`src/rtl/bk_adder_io_stage.sv`:
```
// Registered operand/result wrapper around a combinational Brent-Kung adder netlist.
// Latency: accept edge E0, result captured at E0+SETTLE_CYCLES, out_valid visible the cycle after.
// Backpressure: result held while out_ready=0; in_ready drops until the result is taken.
module bk_adder_io_stage #(
    parameter int WIDTH         = 12,
    parameter int SETTLE_CYCLES = 1,
    parameter int CHECK_EN      = 1
) (
    input  logic                 clk,
    input  logic                 rst,
    input  logic                 in_valid,
    output logic                 in_ready,
    input  logic [WIDTH-1:0]     in_a,
    input  logic [WIDTH-1:0]     in_b,
    output logic [2*WIDTH-1:0]   adder_in,
    input  logic [WIDTH:0]       adder_out,
    output logic                 out_valid,
    input  logic                 out_ready,
    output logic [WIDTH-1:0]     out_sum,
    output logic                 out_carry,
    output logic                 busy,
    output logic [15:0]          txn_count,
    output logic                 err
);

    typedef enum logic [1:0] {IDLE, SETTLE, OUTPUT} state_t;

    typedef struct packed {
        logic [WIDTH-1:0] a;
        logic [WIDTH-1:0] b;
    } operand_t;

    // Counter reload value; SETTLE_CYCLES is limited to 1..4 so two bits suffice.
    localparam logic [1:0] SETTLE_LOAD = 2'(SETTLE_CYCLES - 1);

    state_t               state;
    state_t               state_nxt;
    operand_t             ops;
    logic [1:0]           cnt;
    logic [2*WIDTH-1:0]   mix;
    logic [WIDTH:0]       ref_sum;
    logic                 accept;
    logic                 out_fire;
    logic                 capture;
    logic                 err_q;

    assign in_ready = (state == IDLE) || ((state == OUTPUT) && out_ready);
    assign accept   = in_valid && in_ready;
    assign out_fire = out_valid && out_ready;
    assign capture  = (state == SETTLE) && (cnt == 2'd0);
    assign busy     = (state != IDLE);
    // Behavioural reference from the held operands, which are stable through the settle window.
    assign ref_sum  = {1'b0, ops.a} + {1'b0, ops.b};
    assign err      = (CHECK_EN != 0) ? err_q : 1'b0;

    // Bit-interleave the incoming operands into the netlist's input bus layout: {B[i], A[i]} pairs.
    always_comb begin
        mix = '0;
        for (int i = 0; i < WIDTH; i++) begin
            mix[2*i]   = in_a[i];
            mix[2*i+1] = in_b[i];
        end
    end

    // Next-state logic; a result handshake with a simultaneous accept goes straight back to SETTLE.
    always_comb begin
        state_nxt = state;
        case (state)
            IDLE:    if (accept) state_nxt = SETTLE;
            SETTLE:  if (cnt == 2'd0) state_nxt = OUTPUT;
            OUTPUT:  if (out_fire) state_nxt = accept ? SETTLE : IDLE;
            default: state_nxt = IDLE;
        endcase
    end

    // State register.
    always_ff @(posedge clk) begin
        if (rst) begin
            state <= IDLE;
        end else begin
            state <= state_nxt;
        end
    end

    // Operand launch, settle countdown, result capture, handshake count and sticky mismatch flag.
    always_ff @(posedge clk) begin
        if (rst) begin
            ops       <= '0;
            adder_in  <= '0;
            cnt       <= 2'd0;
            out_sum   <= '0;
            out_carry <= 1'b0;
            out_valid <= 1'b0;
            txn_count <= 16'd0;
            err_q     <= 1'b0;
        end else begin
            if (accept) begin
                ops      <= '{a: in_a, b: in_b};
                adder_in <= mix;
                cnt      <= SETTLE_LOAD;
            end else if ((state == SETTLE) && (cnt != 2'd0)) begin
                cnt <= cnt - 2'd1;
            end

            if (capture) begin
                out_sum   <= adder_out[WIDTH-1:0];
                out_carry <= adder_out[WIDTH];
                out_valid <= 1'b1;
            end else if (out_fire) begin
                out_valid <= 1'b0;
            end

            if (out_fire) begin
                txn_count <= txn_count + 16'd1;
            end

            // A mismatch is only flagged; the netlist value is still forwarded.
            if ((CHECK_EN != 0) && capture && (adder_out != ref_sum)) begin
                err_q <= 1'b1;
            end
        end
    end

endmodule

```
`config.mk`:
```
export PLATFORM = sky130hd
export DESIGN_NAME = bk_adder_io_stage
export DESIGN_NICKNAME = d
export VERILOG_FILES = /design/src/rtl/bk_adder_io_stage.sv
export SDC_FILE = /design/constraint.sdc
export NUM_CORES = 1
export LEC_CHECK = 0
export ABC_CLOCK_PERIOD_IN_PS = 4750
export CORE_MARGIN = 5
export CORE_UTILIZATION = 50
export CTS_CLUSTER_SIZE = 20
export DETAILED_ROUTE_END_ITERATION = 10
export GPL_TIMING_DRIVEN = 1
export HOLD_SLACK_MARGIN = 0.06
export PLACE_DENSITY = 0.87
export SYNTH_ARGS = -nofsm -noshare
export SYNTH_HDL_FRONTEND = slang
export SYNTH_SLANG_ARGS = --single-unit
```
`constraint.sdc`:
```
create_clock -name clk -period 4.75 [get_ports clk]
set_input_delay 1.425 -clock clk [delete_from_list [all_inputs] [get_ports clk]]
set_output_delay 1.425 -clock clk [all_outputs]
set_load 0.05 [all_outputs]
```
==> load_flow_metrics.sql, run 1 <==
INSERT INTO impl_metrics (metric_group, metric, value, unit) VALUES
('die', 'floorplan.die.height', '87.7', 'um'),
('timing', 'grt_setup_unrepaired', 'false', ''),
('drt', 'finalWirelength', '8740', 'um'),
('critical_path', 'worstRegToRegCells', '8', ''),
('timing', 'setup_viol_count_final', '0', ''),
('flow_run', 'cap_viol_max_count', '0', ''),
('drt', 'antenna_left', '0', ''),
('synth', 'synthDistinctLibCells', '46', ''),
('timing', 'finalHoldWorstSlack', '455', 'ps'),
('drt', 'first_iter_violations', '288', ''),
('global_routing', 'grt_pass1_vias', '2991', ''),
('hold_path', 'min_delay_worst_endpoint', 'out_sum[7]', ''),
('status', 'status', 'finished clean', ''),
('critical_path', 'buffers_plus_inverters_on_the_worst_setup_path', '3', ''),
('synth', 'asyncSetResetFlopFracSynth', '0', '%'),
('timing', 'max_clock_freq', '0.258', 'GHz'),
('critical_path', 'timing.critical_path.slowest_cell_delay', '510', 'ps'),
('critical_path', 'worst-path-max-fanout', '4', ''),
('timing', 'worst_slew_pin_slew', '1070', 'ps'),
('pwr', 'power_density', '313', 'nW/um^2'),
('global_routing', 'antenna_found_initial', '0', ''),
('critical_path', 'crit-reg2reg-capture', 'err', ''),
('drt', 'post_drt_wl_per_cell', '15.8', 'um'),
('critical_path', 'reg2reg_setup_slack', '2170', 'ps'),
('hold_path', 'hp-class', 'flop to flop', ''),
('cts', 'ctsHoldBuffers', '0', ''),
('synth', 'synth_enable_flop_cells', '0', ''),
('global_routing', 'grt_first_pass_wirelength', '14100', 'um'),
('drt', 'drt_first_pass_iters', '5', ''),
('critical_path', 'worst_ep_required_time', '3320', 'ps'),
('synth', 'synth_area_per_cell', '7.90', 'sq um'),
('drt', 'post_drt_via_cell_ratio', '5.59', ''),
('synth', 'postSynth.topFlopCell', 'sky130_fd_sc_hd__dfxtp_1', ''),
('timing', 'fin_tns_setup', '0', 'ps'),
('critical_path', 'path_cells', 'clkdlybuf4s50_1, inv_1, a21oi_1, buf_4', ''),
('timing', 'final.setup.worst_slack', '874', 'ps'),
('finish', 'layout_commonest_cell', 'sky130_fd_sc_hd__clkdlybuf4s50_1', ''),
('die', 'rows', '28', ''),
('cts', 'clock_path_buffers', '2', ''),
('die', 'floorplan.die_area', '7690', 'sq um'),
('place', 'buffer_ports.inserted', '97', ''),
('finish', 'layout-area-overhead-vs-synth', '39.9', '%'),
('cts', 'post_cts_repair_setup_buffers', '0', ''),
('critical_path', 'worst_ep_arrival_time', '2450', 'ps'),
('pwr', 'leakagePower', '1.62', 'nW'),
('place', 'detailed_placement_wirelength_estimate', '6400', 'um'),
('hold_path', 'min_path_cells', '2', ''),
('critical_path', 'critPathKind', 'input pin to output port', ''),
('cts', 'tritoncts', 'built', ''),
('hold_path', 'holdCritStartpoint', 'out_sum[7]', ''),
('place', 'routabilityCongestion', '0.948', ''),
('synth', 'postSynthCellCount', '382', ''),
('timing', 'report.final.hold_viol_count', '0', ''),
('timing', 'pins_over_their_slew_limit', '0', ''),
('pwr', 'ir_drop', '253', 'uV'),
('cts', 'cts-root-buf', 'sky130_fd_sc_hd__clkbuf_8', ''),
('critical_path', 'setup.worst_path.end_class', 'output port', ''),
('cts', 'post_cts_resized', '0', ''),
('cts', 'cts.reportedPaths.clkPinSlew', '70', 'ps'),
('synth', 'synth.yosys.seq_area_share', '39.2', '%'),
('synth', 'synth.yosys.warnings', '0', ''),
('global_routing', 'grt_max_degree', '60', ''),
('cts', 'number_of_buffers_added_by_the_clock_tree_synthesis_step', '9', ''),
('die', 'die_w', '87.7', 'um'),
('die', 'floorplan.core_area', '5890', 'sq um'),
('finish', 'fillerInstances', '474', ''),
('drt', 'drcViolationCount', '0', ''),
('critical_path', 'critPathLaunchType', 'input pin', ''),
('critical_path', 'worst_r2r_startpoint', 'adder_in[0]', ''),
('timing', 'final.period_utilization', '81.6', '%'),
('die', 'start_util', '51.3', '%');
-- how the worst max path moves through the flow --
stage / from / depth (start not counted) / end / slack [ps]
floorplan: out_ready / 2 / in_ready / 1030
detailed placement: out_ready / 4 / in_ready / 880
finish: out_ready / 4 / in_ready / 870
global route: out_ready / 4 / in_ready / 790
CTS: out_ready / 4 / in_ready / 870
global placement: out_ready / 4 / in_ready / 910
-- Yosys cell counts, types with 2 or more instances --
cell	n	share of area (%)
sky130_fd_sc_hd__and2_1	3	0.62
sky130_fd_sc_hd__and3_1	4	0.83
sky130_fd_sc_hd__nor2b_1	2	0.41
sky130_fd_sc_hd__a21oi_1	49	8.1
sky130_fd_sc_hd__o21bai_1	2	0.50
sky130_fd_sc_hd__a211oi_1	3	0.75
sky130_fd_sc_hd__mux2i_1	2	0.66
sky130_fd_sc_hd__nand2b_1	2	0.41
sky130_fd_sc_hd__nand4_1	5	1.0
sky130_fd_sc_hd__nand3_1	8	1.3
sky130_fd_sc_hd__a2111oi_0	2	0.58
sky130_fd_sc_hd__nor3_1	5	0.83
sky130_fd_sc_hd__a21o_1	4	1.0
sky130_fd_sc_hd__or3_1	5	1.0
sky130_fd_sc_hd__buf_2	2	0.33
sky130_fd_sc_hd__xnor2_1	18	5.2
sky130_fd_sc_hd__nor3b_1	3	0.75
sky130_fd_sc_hd__inv_1	7	0.87
sky130_fd_sc_hd__clkbuf_1	14	1.7
sky130_fd_sc_hd__ha_1	14	5.8
sky130_fd_sc_hd__dfxtp_1	59	39
sky130_fd_sc_hd__nor4_1	5	1.0
sky130_fd_sc_hd__a31oi_1	5	1.0
sky130_fd_sc_hd__o21a_1	3	0.75
sky130_fd_sc_hd__xor2_1	13	3.8
sky130_fd_sc_hd__nor2_1	25	3.1
sky130_fd_sc_hd__nand2_1	89	11
sky130_fd_sc_hd__or4_1	3	0.75
sky130_fd_sc_hd__o21ai_0	9	1.5
-- kinds of logic (layout without fill, tap and decap cells) --
kind of cell	Yosys count	after routing	share of synthesized area, %
DFF	59	59	39.2
AOI/OAI and AO/OA	87	87	17.0
muxes	2	2	0.664
xor gates and xnor gates	31	31	9.00
and+or+nand+nor	165	165	24.8
adders and majority gates	15	15	6.47
buffers and inverters	23	121	2.94
-- cell type report --
cell class / count / area [sq um] / share of cell area, %
sequential: 59 / 1180 / 28.0
multi-input combinational: 300 / 1750 / 41.4
inverter: 7 / 26.3 / 0.623
tap: 75 / 93.8 / 2.22
timing repair buffer: 98 / 971 / 23.0
clock buffer: 10 / 138 / 3.26
clock inverter: 6 / 63.8 / 1.51
-- report_power, final --
part / leakage (nW) / switching (mW) / internal [mW] / total [mW]
Clock: 0.0987 / 0.211 / 0.256 / 0.468
Combinational: 1.04 / 0.193 / 0.125 / 0.318
Sequential: 0.481 / 0.0194 / 0.517 / 0.536
-- stage by stage --
| step | area, sq um | std cells | utilization [%] |
|---|---|---|---|
| global route | 4220 | 555 | 71.7 |
| detailed placement | 4020 | 539 | 68.3 |
| CTS | 4220 | 555 | 71.7 |
| global placement | 4020 | 539 | 68.3 |
| finish | 4220 | 555 | 71.7 |
| floorplan | 3020 | 382 | - |
-- flip-flops by register name (all words and copies together), names as in the netlist --
register   count
txn_count     16
out_carry      1
adder_in      24
state          2
out_sum       12
out_valid      1
err            1
cnt            2
-- worst register-to-register path, stage by stage, from the launching register on --
cell,delay (ps)
sky130_fd_sc_hd__dfxtp_1,320
sky130_fd_sc_hd__ha_1,230
sky130_fd_sc_hd__fa_1,470
sky130_fd_sc_hd__xor2_1,150
sky130_fd_sc_hd__or4_1,390
sky130_fd_sc_hd__nor4_1,190
sky130_fd_sc_hd__nand4_1,120
sky130_fd_sc_hd__nor4b_1,400
sky130_fd_sc_hd__a41oi_1,170
-- layer usage --
metal | vias to the layer above | share of wire, % | GRT usage [%]
met5 | - | 0 | 0
met4 | 0 | 1.6 | 9.34
met3 | 17 | 8.7 | 6.02
met2 | 140 | 48 | 37.4
met1 | 1436 | 42 | 29.8
li1 | 1507 | - | -
Power figures use the tool's default switching activity.
==> run 2, diff against run 1 <==
==> config.mk (replaced) <==
export PLATFORM = sky130hd
export DESIGN_NAME = bk_adder_io_stage
export DESIGN_NICKNAME = d
export VERILOG_FILES = /design/src/rtl/bk_adder_io_stage.sv
export SDC_FILE = /design/constraint.sdc
export NUM_CORES = 1
export LEC_CHECK = 0
export ABC_CLOCK_PERIOD_IN_PS = 3800
export CORE_MARGIN = 5
export CORE_UTILIZATION = 46
export CTS_CLUSTER_SIZE = 20
export DETAILED_ROUTE_END_ITERATION = 10
export GPL_TIMING_DRIVEN = 1
export HOLD_SLACK_MARGIN = 0.06
export PLACE_DENSITY = 0.81
export SYNTH_ARGS = -nofsm -noshare
export SYNTH_HDL_FRONTEND = slang
export SYNTH_SLANG_ARGS = --single-unit
==> constraint.sdc (replaced) <==
create_clock -name clk -period 3.8 [get_ports clk]
set_input_delay 1.14 -clock clk [delete_from_list [all_inputs] [get_ports clk]]
set_output_delay 1.14 -clock clk [all_outputs]
set_load 0.05 [all_outputs]
==> run 2 against run 1 <==
Clock skew increased by 2.6 ps. Die area increased by 7.7%. Critical path depth unchanged. Combinational power increased by 27%. Total power increased by 31%. Sequential share of layout area decreased by 0.35 points. Hold slack about the same. Critical path type unchanged. Critical endpoint unchanged. Highest routed layer unchanged.
==> load_flow_metrics.sql, run 2 (synthesis gave the netlist of run 1 again) <==
INSERT INTO impl_metrics (metric_group, metric, value, unit) VALUES
('critical_path', 'path_cells', 'clkdlybuf4s50_1, inv_1, a21oi_1, buf_12', ''),
('critical_path', 'slowest_cp_cell', 'sky130_fd_sc_hd__clkdlybuf4s50_1', ''),
('die', 'floorplan.die_area', '8280', 'sq um'),
('finish', 'num-nets-final', '533', ''),
('cts', 'ctsHoldBuffers', '0', ''),
('finish', 'top_regs', 'adder_in: 24 flops, txn_count: 16 flops, out_sum: 12 flops', ''),
('cts', 'post_cts_resized', '0', ''),
('timing', 'finalWorstPathRequiredPeriod', '3370', 'ps'),
('finish', 'n_antenna_cell', '0', ''),
('timing', 'fin_tns_setup', '0', 'ps'),
('die', 'ios', '98', ''),
('finish', 'largest_register', 'adder_in', ''),
('critical_path', 'worst-path-max-fanout', '4', ''),
('finish', 'most-common-layout-cells', 'sky130_fd_sc_hd__clkdlybuf4s50_1 (95), sky130_fd_sc_hd__nand2_1 (89), sky130_fd_sc_hd__dfxtp_1 (59)', ''),
('die', 'floorplan.die.height', '91.0', 'um'),
('cts', 'tritoncts', 'built', ''),
('finish', 'stdcell_count', '559', ''),
('timing', 'max_clock_freq', '0.297', 'GHz'),
('global_routing', 'grt_first_pass_wirelength', '14300', 'um'),
('pwr', 'power_density', '404', 'nW/um^2'),
('cts', 'post_cts_repair_setup_buffers', '0', ''),
('place', 'detailed_placement_wirelength_estimate', '6480', 'um'),
('timing', 'worst_slew_pin_slew', '846', 'ps'),
('timing', 'pins_over_their_slew_limit', '0', ''),
('cts', 'clock_tree.htree_level_count', '3', ''),
('drt', 'post_drt_via_cell_ratio', '5.44', ''),
('place', 'routabilityCongestion', '0.923', ''),
('finish', 'layout_commonest_cell', 'sky130_fd_sc_hd__clkdlybuf4s50_1', ''),
('critical_path', 'critPathKind', 'input pin to output port', ''),
('drt', 'drcViolationCount', '0', ''),
('cts', 'cts-root-buf', 'sky130_fd_sc_hd__clkbuf_8', ''),
('cts', 'clk-insertion-delay-late', '350', 'ps'),
('pwr', 'leakagePower', '1.64', 'nW'),
('drt', 'drt_first_pass_iters', '5', ''),
('die', 'floorplan.core_area', '6350', 'sq um'),
('timing', 'finalHoldWorstSlack', '455', 'ps'),
('cts', 'number_of_buffers_added_by_the_clock_tree_synthesis_step', '9', ''),
('critical_path', 'timing.critical_path.slowest_cell_delay', '510', 'ps'),
('critical_path', 'worst_ep_arrival_time', '2230', 'ps'),
('finish', 'layout-area-overhead-vs-synth', '41.7', '%'),
('timing', 'report.final.hold_viol_count', '0', ''),
('cts', 'clock_path_buffers', '2', ''),
('finish', 'layout_cell_share_with_drive_strength_beyond_1', '4.98', '%'),
('timing', 'skew', '12.3', 'ps'),
('drt', 'first_iter_violations', '150', ''),
('timing', 'relSlewSlack', '43.5', '%'),
('drt', 'vias', '3041', ''),
('die', 'rows', '29', ''),
('drt', 'antenna_left', '0', ''),
('global_routing', 'grt_max_degree', '35', ''),
('critical_path', 'setup.worst_path.end_class', 'output port', ''),
('die', 'start_util', '47.5', '%'),
('global_routing', 'gr-usage-all-layers', '20.8', '%'),
('flow_run', 'cap_viol_max_count', '0', ''),
('drt', 'post_drt_wl_per_cell', '15.6', 'um'),
('timing', 'final.period_utilization', '88.6', '%'),
('critical_path', 'critPathLaunchType', 'input pin', ''),
('cts', 'cts.reportedPaths.clkPinSlew', '70', 'ps'),
('timing', 'setup_viol_count_final', '0', ''),
('global_routing', 'grt_pass1_vias', '2987', ''),
('global_routing', 'antenna_found_initial', '0', ''),
('place', 'placedCellCount', '543', ''),
('pwr', 'ir_drop', '262', 'uV'),
('place', 'buffer_ports.inserted', '97', ''),
('cts', 'cts.sink_count', '59', ''),
('finish', 'largest_reg_flops', '24', ''),
('critical_path', 'worst_ep_required_time', '2660', 'ps'),
('pwr', 'finalPower', '1.73', 'mW'),
('global_routing', 'globalRouteOverflowTotal', '0', ''),
('drt', 'finalWirelength', '8730', 'um'),
('die', 'die_w', '91.0', 'um'),
('critical_path', 'reg2reg_setup_slack', '1290', 'ps'),
('timing', 'grt_setup_unrepaired', 'false', ''),
('hold_path', 'hp-class', 'flop to flop', ''),
('status', 'status', 'finished clean', '');
## run 2: layout make-up
class / instances / area (sq um)
sequential: 59 / 1180
inverter: 7 / 26.3
clock inverter: 7 / 101
timing repair buffer: 100 / 998
clock buffer: 9 / 124
tap: 77 / 96.3
fill: 544 / 2080
multi-input combinational: 300 / 1750
## run 2: path summary, 6_finish.rpt
kind	startpoint	cells after the start	endpoint
max	out_ready	4	in_ready
min reg2reg	out_sum[11]	2	out_sum[11]
max reg2reg	adder_in[0]	8	err
min	out_sum[11]	2	out_sum[11]
## run 2: per-stage QoR
step | area (sq um) | worst slack [ps] | util (%)
2_1_floorplan | 3020 | 649 | -
3_3_place_gp | 4050 | 470 | 63.8
3_5_place_dp | 4050 | 449 | 63.8
4_1_cts | 4270 | 436 | 67.3
5_1_grt | 4270 | 352 | 67.3
6_report | 4270 | 435 | 67.3
## run 2: critical path, delay by kind of cell
kind / cells / cell delay (ps)
buffers and inverters: 3 / 770
AOI/OAI and AO/OA: 1 / 320
## run 2: where the power goes
part           total, mW  leakage, nW  switching [mW]  internal, mW
sequential         0.670        0.481          0.0243         0.646
clock              0.651        0.106           0.278         0.373
combinational      0.404         1.06           0.244         0.160
total               1.73         1.64           0.546          1.18
## run 2: layer usage
layer | global-route usage, % | up-vias | wire [um]
met5 | 0 | - | 0
met4 | 7.58 | 0 | 141
met3 | 5.95 | 16 | 649
met2 | 33.1 | 109 | 4060
met1 | 27.0 | 1403 | 3880
li1 | - | 1513 | -
